==> config.mk <==
export PLATFORM = sky130hd
export DESIGN_NAME = countdown_timer
export DESIGN_NICKNAME = d
export VERILOG_FILES = /design/src/rtl/timer_pkg.sv /design/src/rtl/hex7seg.sv /design/src/rtl/countdown_timer.sv
export SDC_FILE = /design/constraint.sdc
export NUM_CORES = 1
export LEC_CHECK = 0
export CORE_UTILIZATION = 56
export DETAILED_ROUTE_END_ITERATION = 8
export HOLD_SLACK_MARGIN = 0.05
export PLACE_DENSITY = 0.8
export SYNTH_ARGS = -nofsm -noshare
export SYNTH_HDL_FRONTEND = slang
export SYNTH_HIERARCHICAL = 1
export SYNTH_SLANG_ARGS = --single-unit
==> constraint.sdc <==
create_clock -name clock -period 2.2 [get_ports clock]
set_clock_uncertainty 0.05 [all_clocks]
set_input_delay 0.55 -clock clock [delete_from_list [all_inputs] [get_ports clock]]
set_output_delay 0.55 -clock clock [all_outputs]
set_load 0.1 [all_outputs]
==> src/rtl/timer_pkg.sv <==
// Shared FSM state type and 7-segment glyph table for the countdown timer.
package timer_pkg;

  typedef enum logic [1:0] {
    IDLE,
    RUN,
    PAUSE,
    DONE
  } timer_state_e;

  // Active-low segments ordered {g,f,e,d,c,b,a}, indexed by nibble value.
  localparam logic [6:0] SEG_TABLE [16] = '{
    7'b1000000, 7'b1111001, 7'b0100100, 7'b0110000,
    7'b0011001, 7'b0010010, 7'b0000010, 7'b1111000,
    7'b0000000, 7'b0010000, 7'b0001000, 7'b0000011,
    7'b1000110, 7'b0100001, 7'b0000110, 7'b0001110
  };

endpackage

==> src/rtl/hex7seg.sv <==
// One hex digit to active-low 7-segment decoder.
module hex7seg
  import timer_pkg::*;
(
  input  logic [3:0] nibble,
  output logic [6:0] seg
);

  assign seg = SEG_TABLE[nibble];

endmodule

==> src/rtl/countdown_timer.sv <==
// Seconds countdown timer with pause, clear, optional auto-reload and hex display.
module countdown_timer
  import timer_pkg::*;
#(
  parameter int  CLK_DIV  = 50_000_000,
  parameter int  PERIOD_W = 8,
  localparam int DIGITS   = (PERIOD_W + 3) / 4
) (
  input  logic                  clock,
  input  logic                  reset,
  input  logic                  start,
  input  logic                  clear,
  input  logic                  reload,
  input  logic [PERIOD_W-1:0]   seconds_period,
  output logic [PERIOD_W-1:0]   seconds_left,
  output logic [7*DIGITS-1:0]   hex_seconds_left,
  output logic                  finished,
  output logic                  expired
);

  localparam int PS_W  = $clog2(CLK_DIV);
  localparam int HEX_W = 4 * DIGITS;
  localparam logic [PS_W-1:0] PS_MAX = PS_W'(CLK_DIV - 1);

  timer_state_e          state_q, state_d;
  logic [PERIOD_W-1:0]   seconds_left_q, seconds_left_d;
  logic [PS_W-1:0]       prescaler_q, prescaler_d;
  logic                  expired_q, expired_d;
  logic                  start_q;
  logic                  tick;
  logic                  do_load;

  always_comb begin
    state_d        = state_q;
    seconds_left_d = seconds_left_q;
    prescaler_d    = prescaler_q;
    expired_d      = 1'b0;
    do_load        = 1'b0;
    tick           = (prescaler_q == PS_MAX);

    if (clear) begin
      state_d        = IDLE;
      seconds_left_d = '0;
      prescaler_d    = '0;
    end else begin
      case (state_q)
        IDLE: begin
          if (start) do_load = 1'b1;
        end
        RUN: begin
          // Dropping start wins over a coincident tick.
          if (!start) begin
            state_d = PAUSE;
          end else if (tick) begin
            prescaler_d = '0;
            if (seconds_left_q <= PERIOD_W'(1)) begin
              seconds_left_d = '0;
              state_d        = DONE;
              expired_d      = 1'b1;
            end else begin
              seconds_left_d = seconds_left_q - 1'b1;
            end
          end else begin
            prescaler_d = prescaler_q + 1'b1;
          end
        end
        PAUSE: begin
          if (start) state_d = RUN;
        end
        DONE: begin
          if (reload && start) begin
            if (tick) do_load = 1'b1;
            else      prescaler_d = prescaler_q + 1'b1;
          end else if (start && !start_q) begin
            do_load = 1'b1;
          end
        end
        default: state_d = IDLE;
      endcase

      // A zero-length period expires immediately instead of counting.
      if (do_load) begin
        prescaler_d = '0;
        if (seconds_period == '0) begin
          seconds_left_d = '0;
          state_d        = DONE;
          expired_d      = 1'b1;
        end else begin
          seconds_left_d = seconds_period;
          state_d        = RUN;
        end
      end
    end
  end

  always_ff @(posedge clock) begin
    if (reset) begin
      state_q        <= IDLE;
      seconds_left_q <= '0;
      prescaler_q    <= '0;
      expired_q      <= 1'b0;
      start_q        <= 1'b0;
    end else begin
      state_q        <= state_d;
      seconds_left_q <= seconds_left_d;
      prescaler_q    <= prescaler_d;
      expired_q      <= expired_d;
      start_q        <= start;
    end
  end

  assign seconds_left = seconds_left_q;
  assign finished     = (state_q == DONE);
  assign expired      = expired_q;

  logic [HEX_W-1:0] hex_value;
  assign hex_value = HEX_W'(seconds_left_q);

  for (genvar g = 0; g < DIGITS; g++) begin : g_digit
    hex7seg u_hex7seg (
      .nibble (hex_value[4*g +: 4]),
      .seg    (hex_seconds_left[7*g +: 7])
    );
  end

endmodule

* After elaboration in Yosys (flattened, before gate mapping)
Memory sizes are Yosys's and may differ from the RTL's. Cells that the tools add are included. W data, S select, Z words.
Word-level totals: input port bits 13, memories 2, bits in registers 38, memory bits (read-only) 224, output and inout bits 24, RAM bits 0, latch bits 0
Memories:
- (no name shown) | words 16, bits a word 7, rd ports 1, clocked after Yosys merged registers in 0, write ports 0, RTL line hex7seg.sv:9 | assign seg = SEG_TABLE[nibble];
- (no name shown) | words 16, bits a word 7, rd ports 1, clocked after Yosys merged registers in 0, write ports 0, RTL line hex7seg.sv:9
Operators by class: reductions and logical operators 15, bitwise logic cells 2, multiplexer cells 34, divide/modulo/power cells 0, magnitude comparators 3, shift operators 0, add/subtract/negate cells 2, $mul 0, eq/ne operators 10
Operators with widths (count):
- $mux W26 | 4
- $pmux W26 S2 | 1
- $mux W8 | 6
- $mux W7 | 4
- $add A26 B1 Y26 const B | 1
- $eq A26 B26 Y1 const B | 1
- $mux W2 | 6
- $mux W1 | 11
- $ge A5 B5 Y1 const B | 2
- $not A4 Y5 | 2
- $le A8 B1 Y1 const B | 1
- $logic_not A8 Y1 | 1
- $ne A4 B4 Y1 const B | 2
- $reduce_and A4 Y1 | 2
- $reduce_bool A2 Y1 | 4
- $sub A8 B1 Y8 const B | 1
- $eq A2 B2 Y1 const B | 2
- $ne A2 B2 Y1 const B | 2
- $pmux W2 S2 | 1
- $ne A3 B3 Y1 const B | 1
- $reduce_and A3 Y1 | 1
- $reduce_bool A3 Y1 | 1
- $reduce_or A3 Y1 | 1
- $eq A2 B1 Y1 const B | 1
- other kinds (6) | 7

* Longest topological paths before layout
word-level depth 8, gate-level depth with buffers 8, mapped depth without buffers 8

* By module
Netlist, hierarchy kept.
Modules (own cells, without submodules):
- countdown_timer | cells each 270, times used 1, area each 2321.0 sq um
- hex7seg at g_digit[0].u_hex7seg | cells each 33, times used 1, area each 269.0 sq um
- hex7seg at g_digit[1].u_hex7seg | cells each 31, times used 1, area each 252.7 sq um

* Worst setup path before layout
Ideal clock, no wire load.
kind flip-flop to output port, start register seconds_left_q[5], in the netlist seconds_left[5], end output hex_seconds_left[9], slack -2.305 ns, path buffers 0, arrival 3.905 ns, cell stages (with the launch flop) 5, cell sequence dfxtp_1 inv_1 ha_1 nand2b_1 o21ai_0
On the way: cells in the longest elaborated chain, start to end 4
RTL lines:
- from (decl) | RTL line countdown_timer.sv:26 | logic [PERIOD_W-1:0] seconds_left_q, seconds_left_d;
- from (signal assigned) | RTL line countdown_timer.sv:105 | seconds_left_q <= seconds_left_d;
- $not A4 Y5 (not written as such) | RTL line hex7seg.sv:9
- $mem_v2 Z16 W7
- $mux W7 (not written as such) (2 in a row) | RTL line hex7seg.sv:9
- to (decl) | RTL line countdown_timer.sv:16 | output logic [7*DIGITS-1:0] hex_seconds_left,
Every way passes these cells. The select of a mux whose other input is x is not followed.

* Final worst setup path
start register seconds_left_q[4], in the netlist seconds_left[4], end output hex_seconds_left[10]
The elaborated chain is that of the path after synthesis.

==> impl_metrics.csv <==
group,metric,value,unit
global_route,grt_pass1_wl,12800,µm
layout,antenna_cells,0,
layout,syn_to_final_growth,46.7,%
flow_run,drv_cap,0,
floorplanning,start_util,0.590,
min_path,holdCritPathClass,"reg2reg",
place,dp_hpwl,5470,µm
yosys,synth-edff-count,0,
route,routedWlPerCell,18.2,µm
power_and_ir_drop,vdd_drop_max,0.386,mV
yosys,synth_top_area_share,0.268,
yosys,synth_cell_type_count,64,
power_and_ir_drop,total_power,2.46,mW
clock_tree,cts_sinks,38,
yosys,synth_area,2840,µm²
clock_tree,cts_tree,"done",
power_and_ir_drop,cellLeakagePower,1.49,nW
timing,setup_viol,6,
place,dpl_worst_slack,-0.231,ns
layout,nets,441,
layout,final_cell_mix,"buf_4 (42), nor2_1 (39), dfxtp_1 (29), buf_12 (22), xor2_1 (18)",
clock_tree,clk_pin_slew,0.07,ns
place,gp_congestion,0.925,
yosys,netlist_instances,334,
power_and_ir_drop,p_per_area,591,nW/µm²
clock_tree,clock-root-buffer,"clkbuf_8",
layout,final_common_cell,"buf_4",
timing,min_period,2.35,ns
place,io_buffers,36,
global_route,grt_max_degree,21,
timing,fmax,0.426,GHz
timing,slew_headroom,0.682,
timing,timing.final.crit_share,1.07,
layout,stdcell_count,474,
yosys,ys_seq_elements,38,
critical_path,worst_ep_arrival_time,1.75,ns
layout,utilization,0.866,
yosys,yosys_warnings,6,
route,drt-initial-drc-count,211,
global_route,overflow,0,
yosys,synth-async-reset-ratio,0,
critical_path,critPathRequiredTime,1.60,ns
outcome,violations,"setup timing",
floorplanning,die_y,73.3,µm
floorplanning,core,4820,µm²
yosys,yosysSeqAreaShare,0.268,
route,vias,2954,
yosys,avgSynthCellArea,8.51,µm²
floorplanning,boundaryPins,37,
yosys,synth_nets,368,
critical_path,worst_setup_path_start_kind,"flip-flop",
critical_path,path_class,"reg2out",
route,drtAntennaViolNets,0,
floorplanning,die_x,73.3,µm
global_route,grt_pass1_vias,2686,
layout,fillCellCount,266,
layout,drive_gt1_frac,0.356,
clock_tree,cts_buffer_depth,2,
timing,setup_slack,-0.148,ns
route,avgViaCountPerCell,6.23,
timing,whs,0.462,ns
floorplanning,rows,25,
route,drc,0,
timing,tightest_slew,0.473,ns
critical_path,crit_fanout,5,
route,firstDrtPassIters,5,
clock_tree,cts_hold_buf,0,
clock_tree,cts_max_level,2,
yosys,yosys-top-cells-area,"dfxtp_1 (27%), ha_1 (9.2%), xor2_1 (5.5%), nor2_1 (5.3%), mux2i_1 (4.2%)",
critical_path,cp-end-kind,"output port",
timing,rsz0062_at_grt,"true",
timing,finalHoldViolCount,0,
yosys,synth-main-ff-cell,"dfxtp_1",
timing,drv_slew,0,
route,routed_wl,8630,µm
place,dp_cells,451,
global_route,grtUsageTotal,0.310,
global_route,antenna_found_initial,0,
floorplanning,die_area,5370,µm²
clock_tree,clk_latency,0.28,ns
clock_tree,numCtsBuffers,5,
outcome,status,"finished with violations",
yosys,yosys.area.top_type,"dfxtp_1",
==> cell families (layout without fill, tap and decap cells) <==
| family | Yosys count | in the layout | share of synthesized area |
|---|---|---|---|
| AO/OA/AOI/OAI | 80 | 80 | 0.198 |
| XOR/XNOR | 21 | 21 | 0.0647 |
| adder cells (fa/ha/maj) | 21 | 21 | 0.0924 |
| buffers and inverters | 25 | 98 | 0.0405 |
| flip-flops | 38 | 38 | 0.268 |
| multiplexers | 15 | 15 | 0.0621 |
| AND/OR/NAND/NOR | 134 | 134 | 0.275 |
==> metrics by stage <==
stage / setup TNS (ns) / area [µm²]
global route: -0.705 / 4170
global placement: -3.74 / 3850
CTS: -0.280 / 4080
floorplan: -0.179 / 3070
finish: -0.406 / 4170
detailed placement: -5.31 / 3850
==> cells in the mapped netlist (2+ instances only) <==
cell,number
nor2_1,40
dfxtp_1,38
ha_1,21
o21ai_0,20
a21oi_1,18
xor2_1,18
nand2_1,16
mux2i_1,12
nand3_1,12
o2111ai_1,12
inv_1,11
or3_1,9
and3_1,7
nor3_1,6
buf_2,5
clkbuf_1,5
o211ai_1,5
and4_1,4
nand2b_1,4
nor2b_1,4
nor4_1,4
a211oi_1,3
a32oi_1,3
and2_1,3
nand4_1,3
o21a_1,3
or4_1,3
xnor2_1,3
a31oi_1,2
and4b_1,2
and4bb_2,2
buf_6,2
mux4_2,2
o21ai_1,2
==> path summary, 6_finish.rpt <==
kind / slack (ns) / from / endpoint / cells past startpoint
setup / recovery: -0.15 / seconds_left[4] / hex_seconds_left[10] / 5
hold / removal: 0.46 / prescaler_q[22] / prescaler_q[22] / 2
setup reg to reg: 0.07 / seconds_left[0] / seconds_left[3] / 8
hold reg to reg: 0.46 / prescaler_q[22] / prescaler_q[22] / 2
==> worst max-delay path, cell delays in order, from the launching register on <==
cell and delay [ns]:
dfxtp_4 0.38, inv_4 0.06, ha_4 0.27, inv_2 0.04, mux4_2 0.51, buf_12 0.20
==> layout make-up <==
class / count / area (µm²) / area share
flip-flops and latches: 38 / 792 / 0.190
inverters: 12 / 62.6 / 0.0150
clock inverters: 2 / 10.0 / 0.00240
clock buffers: 5 / 68.8 / 0.0165
multi-input cells: 271 / 2240 / 0.537
repair buffers: 79 / 912 / 0.219
well taps: 67 / 83.8 / 0.0201
==> per-layer routing <==
metal / up-vias / track usage / share of wire / wire length, µm
met5: - / 0 / 0 / 0
met4: 0 / 0.0893 / 0.017 / 147
met3: 19 / 0.0617 / 0.056 / 484
met2: 125 / 0.523 / 0.51 / 4370
met1: 1433 / 0.401 / 0.42 / 3630
li1: 1377 / - / - / -
==> what timing repair did <==
item	4_1_cts	5_1_grt
gates cloned	0	0
pin swaps	3	7
endpoints found under the setup margin	4	35
buffers inserted	15	1
hold endpoints to repair	0	0
resized for setup	7	21
==> where the power goes <==
part	internal (mW)	total [mW]	leakage, nW	switching, mW
logic	0.487	1.24	1.13	0.748
clock network	0.213	0.459	0.0438	0.246
registers	0.706	0.768	0.314	0.0623
==> registers in the layout, indices dropped and copies added (netlist names) <==
name / flops
expired: 1
prescaler_q: 26
seconds_left: 8
start_q: 1
state_q: 2
Power figures use the tool's default switching activity.
